--- src/rtl/block_sync_66.sv ---
`default_nettype none
// ============================================================================
// Module      : block_sync_66
// Description : 64b/66b block synchroniser. Hunts for sync-header lock,
//               pulses slip to the gearbox when framing is wrong, and
//               monitors header quality per window once locked.
// Options     : define BLOCK_SYNC_66_ERRCNT_EN to build the bad_hdr_count
//               statistic; otherwise bad_hdr_count is tied to zero.
// Revision    : 1.0  initial release
// ============================================================================
module block_sync_66 #(
   parameter int LOCK_CNT  = 64,
   parameter int BAD_LIMIT = 16,
   parameter int WINDOW    = 64,
   parameter int SLIP_WAIT = 4
) (
   input  logic        clk,
   input  logic        arst,
   input  logic [65:0] din,
   input  logic        din_valid,
   output logic        slip,
   output logic        word_lock,
   output logic [63:0] dout,
   output logic [1:0]  dout_hdr,
   output logic        dout_valid,
   output logic [15:0] bad_hdr_count
);

   // Each counter is wide enough to hold its terminal value, so none can wrap.
   localparam int c_GOOD_W = $clog2(LOCK_CNT + 1);
   localparam int c_WAIT_W = $clog2(SLIP_WAIT + 1);
   localparam int c_WIN_W  = $clog2(WINDOW + 1);
   localparam int c_BAD_W  = $clog2(BAD_LIMIT + 1);

   localparam logic [c_GOOD_W-1:0] c_LOCK_MAX = c_GOOD_W'(LOCK_CNT);
   localparam logic [c_WAIT_W-1:0] c_WAIT_MAX = c_WAIT_W'(SLIP_WAIT);
   localparam logic [c_WIN_W-1:0]  c_WIN_MAX  = c_WIN_W'(WINDOW);
   localparam logic [c_BAD_W-1:0]  c_BAD_MAX  = c_BAD_W'(BAD_LIMIT);

   typedef enum logic [1:0] {
      ST_HUNT      = 2'd0,
      ST_SLIP_WAIT = 2'd1,
      ST_LOCKED    = 2'd2
   } state_t;

   state_t              r_state,    w_state_nxt;
   logic [c_GOOD_W-1:0] r_good_cnt, w_good_nxt;
   logic [c_WAIT_W-1:0] r_wait_cnt, w_wait_nxt;
   logic [c_WIN_W-1:0]  r_win_cnt,  w_win_nxt;
   logic [c_BAD_W-1:0]  r_bad_cnt,  w_bad_nxt;
   logic                r_slip,     w_slip_nxt;
   logic [63:0]         r_dout;
   logic [1:0]          r_hdr;
   logic                r_dout_valid;

   logic                w_hdr_ok;
   logic [c_GOOD_W-1:0] w_good_inc;
   logic [c_WAIT_W-1:0] w_wait_inc;
   logic [c_WIN_W-1:0]  w_win_inc;
   logic [c_BAD_W-1:0]  w_bad_inc;

   // Only 01 and 10 are legal sync headers.
   assign w_hdr_ok   = din[1] ^ din[0];
   assign w_good_inc = r_good_cnt + c_GOOD_W'(1);
   assign w_wait_inc = r_wait_cnt + c_WAIT_W'(1);
   assign w_win_inc  = r_win_cnt  + c_WIN_W'(1);
   assign w_bad_inc  = r_bad_cnt  + c_BAD_W'(1);

   // State and counter registers.
   always_ff @(posedge clk or posedge arst) begin
      if (arst) begin
         r_state    <= ST_HUNT;
         r_good_cnt <= '0;
         r_wait_cnt <= '0;
         r_win_cnt  <= '0;
         r_bad_cnt  <= '0;
         r_slip     <= 1'b0;
      end else begin
         r_state    <= w_state_nxt;
         r_good_cnt <= w_good_nxt;
         r_wait_cnt <= w_wait_nxt;
         r_win_cnt  <= w_win_nxt;
         r_bad_cnt  <= w_bad_nxt;
         r_slip     <= w_slip_nxt;
      end
   end

   // Next-state logic; idle cycles (din_valid low) leave everything as is.
   // A slip is only ever requested on leaving HUNT or LOCKED, and the next
   // cycle is always in SLIP_WAIT, so two slips can never be back to back.
   always_comb begin
      w_state_nxt = r_state;
      w_good_nxt  = r_good_cnt;
      w_wait_nxt  = r_wait_cnt;
      w_win_nxt   = r_win_cnt;
      w_bad_nxt   = r_bad_cnt;
      w_slip_nxt  = 1'b0;
      if (din_valid) begin
         case (r_state)
            ST_HUNT: begin
               if (!w_hdr_ok) begin
                  w_slip_nxt  = 1'b1;
                  w_good_nxt  = '0;
                  w_wait_nxt  = '0;
                  w_state_nxt = ST_SLIP_WAIT;
               end else if (w_good_inc == c_LOCK_MAX) begin
                  w_good_nxt  = '0;
                  w_win_nxt   = '0;
                  w_bad_nxt   = '0;
                  w_state_nxt = ST_LOCKED;
               end else begin
                  w_good_nxt  = w_good_inc;
               end
            end
            ST_SLIP_WAIT: begin
               if (w_wait_inc == c_WAIT_MAX) begin
                  w_wait_nxt  = '0;
                  w_good_nxt  = '0;
                  w_state_nxt = ST_HUNT;
               end else begin
                  w_wait_nxt  = w_wait_inc;
               end
            end
            ST_LOCKED: begin
               // Loss of lock wins over a coincident window end.
               if (!w_hdr_ok && (w_bad_inc == c_BAD_MAX)) begin
                  w_slip_nxt  = 1'b1;
                  w_win_nxt   = '0;
                  w_bad_nxt   = '0;
                  w_wait_nxt  = '0;
                  w_state_nxt = ST_SLIP_WAIT;
               end else if (w_win_inc == c_WIN_MAX) begin
                  w_win_nxt   = '0;
                  w_bad_nxt   = '0;
               end else begin
                  w_win_nxt   = w_win_inc;
                  if (!w_hdr_ok) begin
                     w_bad_nxt = w_bad_inc;
                  end
               end
            end
            default: begin
               w_state_nxt = ST_HUNT;
            end
         endcase
      end
   end

   // Output pipeline: data follows every valid word, qualifier only when locked.
   always_ff @(posedge clk or posedge arst) begin
      if (arst) begin
         r_dout       <= '0;
         r_hdr        <= '0;
         r_dout_valid <= 1'b0;
      end else begin
         r_dout_valid <= din_valid & word_lock;
         if (din_valid) begin
            r_dout <= din[65:2];
            r_hdr  <= din[1:0];
         end
      end
   end

   assign word_lock  = (r_state == ST_LOCKED);
   assign slip       = r_slip;
   assign dout       = r_dout;
   assign dout_hdr   = r_hdr;
   assign dout_valid = r_dout_valid;

`ifdef BLOCK_SYNC_66_ERRCNT_EN
   logic [15:0] r_err_cnt;

   // Saturating count of invalid headers seen while locked.
   always_ff @(posedge clk or posedge arst) begin
      if (arst) begin
         r_err_cnt <= '0;
      end else if (din_valid && word_lock && !w_hdr_ok && (r_err_cnt != 16'hffff)) begin
         r_err_cnt <= r_err_cnt + 16'd1;
      end
   end

   assign bad_hdr_count = r_err_cnt;
`else
   assign bad_hdr_count = 16'h0000;
`endif

endmodule
`default_nettype wire

--- config.mk ---
export PLATFORM = sky130hd
export DESIGN_NAME = block_sync_66
export DESIGN_NICKNAME = d
export VERILOG_FILES = /design/src/rtl/block_sync_66.sv
export SDC_FILE = /design/constraint.sdc
export NUM_CORES = 1
export LEC_CHECK = 0
export CELL_PAD_IN_SITES_DETAIL_PLACEMENT = 0
export CELL_PAD_IN_SITES_GLOBAL_PLACEMENT = 1
export CORE_MARGIN = 2
export CORE_UTILIZATION = 31
export DETAILED_ROUTE_END_ITERATION = 8
export PLACE_DENSITY = 0.81
export SKIP_CTS_REPAIR_TIMING = 1
export SYNTH_ARGS = -nofsm -noshare
export SYNTH_HDL_FRONTEND = slang
export SYNTH_SLANG_ARGS = --single-unit
--- constraint.sdc ---
create_clock -name clk -period 2.9 [get_ports clk]
set_clock_uncertainty 0.15 [all_clocks]
set_input_delay 0.58 -clock clk [delete_from_list [all_inputs] [get_ports clk]]
set_output_delay 0.58 -clock clk [all_outputs]
set_load 0.01 [all_outputs]
# [After elaboration in Yosys (flattened, before gate mapping)]
# Index checks and enable logic that the tools add are counted.
# Widths: inputs -> output; s select.
[op_classes] n_addsub=4 n_eq_ne=13 n_mux=28 n_bitwise=2 reduce_logical=11
[op_table] op="$mux 7" count=7
[op_table] op="$pmux 7 s2" count=2
[op_table] op="$mux 5" count=5
[op_table] op="$add 7x1->7 const B" count=2
[op_table] op="$eq 7x7->1 const B" count=2
[op_table] op="$reduce_and 4->1" count=3
[op_table] op="$pmux 5 s2" count=1
[op_table] op="$mux 3" count=3
[op_table] op="$pmux 3 s3" count=1
[op_table] op="$mux 2" count=4
[op_table] op="$ne 2x2->1 const B" count=4
[op_table] op="$pmux 2 s3" count=1
[op_table] op="$add 5x1->5 const B" count=1
[op_table] op="$eq 5x5->1 const B" count=1
[op_table] op="$reduce_and 5->1" count=1
[op_table] op="$ne 4x2->1 const B" count=1
[op_table] op="$reduce_bool 2->1" count=2
[op_table] op="$add 3x1->3 const B" count=1
[op_table] op="$eq 3x3->1 const B" count=1
[op_table] op="$mux 1" count=3
[op_table] op="$ne 3x3->1 const B" count=1
[op_table] op="$reduce_and 3->1" count=1
[op_table] op="$reduce_bool 3->1" count=1
[op_table] op="$eq 2x1->1 const B" count=1
[op_table] op="other kinds (8)" count=8
[totals] register_bits=92 in_bits=69 out_inout_bits=85

# [Logic depth before layout (Yosys ltp)]
[logic_depth] depth_word=6 depth_mapped=6 depth_no_buf=6

# [Least setup slack after synthesis]
# OpenSTA, ideal clock, no wires.
[synth_timing] path_type="input to register" from="input port din_valid" to="register r_dout[56], in the netlist dout[56]" arrival_ns=1.731 required_time_ns=2.625 slack_ns=0.894 cell_stages=4 path_buffers=3 path_cell_list="buf_6 -> clkbuf_1 -> clkbuf_1 -> mux2_2"
[synth_rtl] item="from (decl)" line="20" source="input logic din_valid,"
[synth_rtl] item="to (signal assigned)" line="158" source="r_dout <= din[65:2];"
[synth_rtl] item="to (decl)" line="52" source="logic [63:0] r_dout;"
# No word-level cell between the ends.

# [Final worst setup path]
[layout_timing] from="register r_state[0]" to="output port word_lock"
[layout_between] elab_chain_len=1
[layout_rtl] item="from (decl)" line="46" source="state_t r_state, w_state_nxt;"
[layout_rtl] item="from (signal assigned)" line="79" source="r_state <= w_state_nxt;"
[layout_rtl] item="$eq 2x2->1" line="164" source="assign word_lock = (r_state == ST_LOCKED);"
[layout_rtl] item="to (decl)" line="22" source="output logic word_lock,"
# No other way between the ends.

==> impl_metrics.ini <==
[status]
status = complete, no violations

[logic_synthesis]
syn_area_per_cell_um2 = 12.6
ys_seq_area_frac = 0.534
ys_top_cells_by_area = dfrtp_1 (53%), mux2_2 (18%), buf_4 (2.8%)
synth-edff-count = 0
synth.most_common_cell = dfrtp_1
ys_ff_latch = 92
synthTopCellsByCount = dfrtp_1 (92), mux2_2 (67), nand2_1 (18)
yosys.cell_types.count = 65
synthArstFlopShare = 1.00
syn_area_um2 = 4310
yosys_warnings = 0
synth_flop_cell = dfrtp_1
synth_top_area_share = 0.534
yosysTopAreaCell = dfrtp_1
syn_inst = 343

[sta]
period_share = 0.855
hold_viol_final = 0
slew_headroom = 0.451
rsz0062_at_grt = false
period_needed_ps = 2480
slew_violations = 0
tightest_slew_ps = 823
setup_viol_count_final = 0
fmax_ghz = 0.403
fin_tns_setup_ps = 0

[floorplan]
core_um2 = 13700
fp.dieW_um = 122
die-area_um2 = 14900
die_h_um = 122
row_count = 43
start_util = 0.314
num_io_pins = 154

[critical_path]
crit_fanout = 9
startpoint = r_state[0]$_DFFE_PP0P_
critPathKind = register to output pin
arrival_ps = 1750
start_kind = register
reg2reg_from = r_win_cnt[3]$_DFFE_PP0P_
timing.rr.end = r_bad_cnt[4]$_DFFE_PP0P_
r2r_cells = 5
critPathCapture = word_lock
cp.required_ps = 2170
reg2reg_setup_slack_ps = 690
crit_path_end_kind = output pin

[detailed_routing]
wire_per_inst_um = 14.9
firstDrtPassIters = 4
viasPerCell = 4.83
drt_iter0_markers = 101
drtAntennaViolNets = 0
wirelength_um = 9970
drc = 0
vias = 3220

[layout]
syn2layout_area_growth_pct = 42.0
fillers = 1271
multiInputGateArea_um2 = 1830
antenna_cells = 0
finish.utilization = 0.446
regArea_um2 = 2300
layout.nets = 557
final_layout_size_suffix_gt1_frac = 0.214

[clocking]
clockRootBuffer = clkbuf_16
cts_buffers = 9
clk_pin_slew_ps = 70
clk_latency_ps = 340
cts_buffer_depth = 2
cts_tree = built
cts_sinks = 92
htreeDepth = 3

[power]
leakagePower_uw = 0.00257
total_power_uw = 3490
ir_drop_mv = 0.369
power.density_nw_per_um2 = 570

[run]
drv.max_cap_violation_count = 0

[global_route]
grt_max_degree = 68
grtUsageTotal = 0.140
grt_pass1_wl_um = 16600
grt.overflow.total = 0
grt_pass1_vias = 3365
antenna_found_initial = 0

[place]
hpwl_um = 7300
gp_congestion = 0.728
numPortBuffers = 137

[hold_path]
min_path_type = register to register
==> worst min path at each step <==
stage / cells past startpoint / to / from / slack (ps)
global placement: 1 / dout[35]$_DFFE_PP0P_ / dout[35]$_DFFE_PP0P_ / 340
floorplan: 1 / r_wait_cnt[1]$_DFFE_PP0P_ / r_wait_cnt[1]$_DFFE_PP0P_ / 340
finish: 1 / dout[42]$_DFFE_PP0P_ / dout[42]$_DFFE_PP0P_ / 360
global route: 1 / dout[54]$_DFFE_PP0P_ / dout[54]$_DFFE_PP0P_ / 380
CTS: 1 / dout[50]$_DFFE_PP0P_ / dout[50]$_DFFE_PP0P_ / 360
detailed placement: 1 / dout[56]$_DFFE_PP0P_ / dout[56]$_DFFE_PP0P_ / 340
==> sequential cells by signal, summed over array words and instances, names as in the netlist <==
name	count
dout	64
r_good_cnt	7
r_win_cnt	7
r_bad_cnt	5
r_wait_cnt	3
dout_hdr	2
r_state	2
dout_valid	1
slip	1
==> layout make-up <==
class / instances / share of cell area
Sequential cell: 92 / 0.376
Multi-Input combinational cell: 227 / 0.299
Timing Repair Buffer: 141 / 0.232
Tap cell: 180 / 0.0368
Inverter: 11 / 0.00818
Clock buffer: 9 / 0.0368
Clock inverter: 7 / 0.0110
==> layer usage <==
layer / vias up / wire length [um] / share of wire / track usage
met5: - / 0 / 0 / 0
li1: 1496 / - / - / -
met1: 1603 / 4260 / 0.43 / 0.175
met2: 112 / 4680 / 0.47 / 0.220
met3: 9 / 875 / 0.088 / 0.0534
met4: 0 / 152 / 0.015 / 0.0546
==> where the power goes <==
part / leakage (uW) / internal (uW) / switching (uW)
Clock: 0.000142 / 606 / 550
Combinational: 0.00130 / 441 / 333
Sequential: 0.00112 / 1430 / 129
Total: 0.00257 / 2470 / 1010
==> logic make-up after synthesis <==
family / Yosys count / synth area share
flip-flops: 92 / 0.534
XOR/XNOR: 4 / 0.00813
multiplexers: 67 / 0.175
other: 1 / 0.000870
AO/OA/AOI/OAI: 60 / 0.103
adder cells (fa/ha/maj): 6 / 0.0174
buffers and inverters: 39 / 0.0546
AND/OR/NAND/NOR: 74 / 0.107
==> critical path, stage by stage (launching register included) <==
cell and delay (ps):
dfrtp_1 510, nand2b_1 290, inv_1 80, clkdlybuf4s50_1 530
==> placed cells by master, fill, tap and decap left out, types with 6 or more instances in the layout <==
cell / netlist / layout
conb_1: 1 / 16
o21ai_0: 10 / 10
o21ai_1: 8 / 8
inv_1: 10 / 9
clkdlybuf4s50_1: 0 / 136
dfrtp_1: 92 / 92
nand2_1: 18 / 18
ha_1: 6 / 6
a21oi_1: 8 / 8
nor2_1: 12 / 12
clkbuf_16: 0 / 9
mux2_2: 67 / 67
==> stage by stage <==
| step | worst slack [ps] | std cells | hold slack (ps) | cell area (um2) |
|---|---|---|---|---|
| floorplan | 894 | 358 | 341 | 4370 |
| global placement | 227 | 651 | 339 | 5830 |
| detailed placement | 147 | 651 | 345 | 5830 |
| CTS | 415 | 667 | 361 | 6120 |
| finish | 420 | 667 | 355 | 6120 |
| global route | 335 | 667 | 379 | 6120 |
No activity file was read; power rests on OpenSTA's default activity.
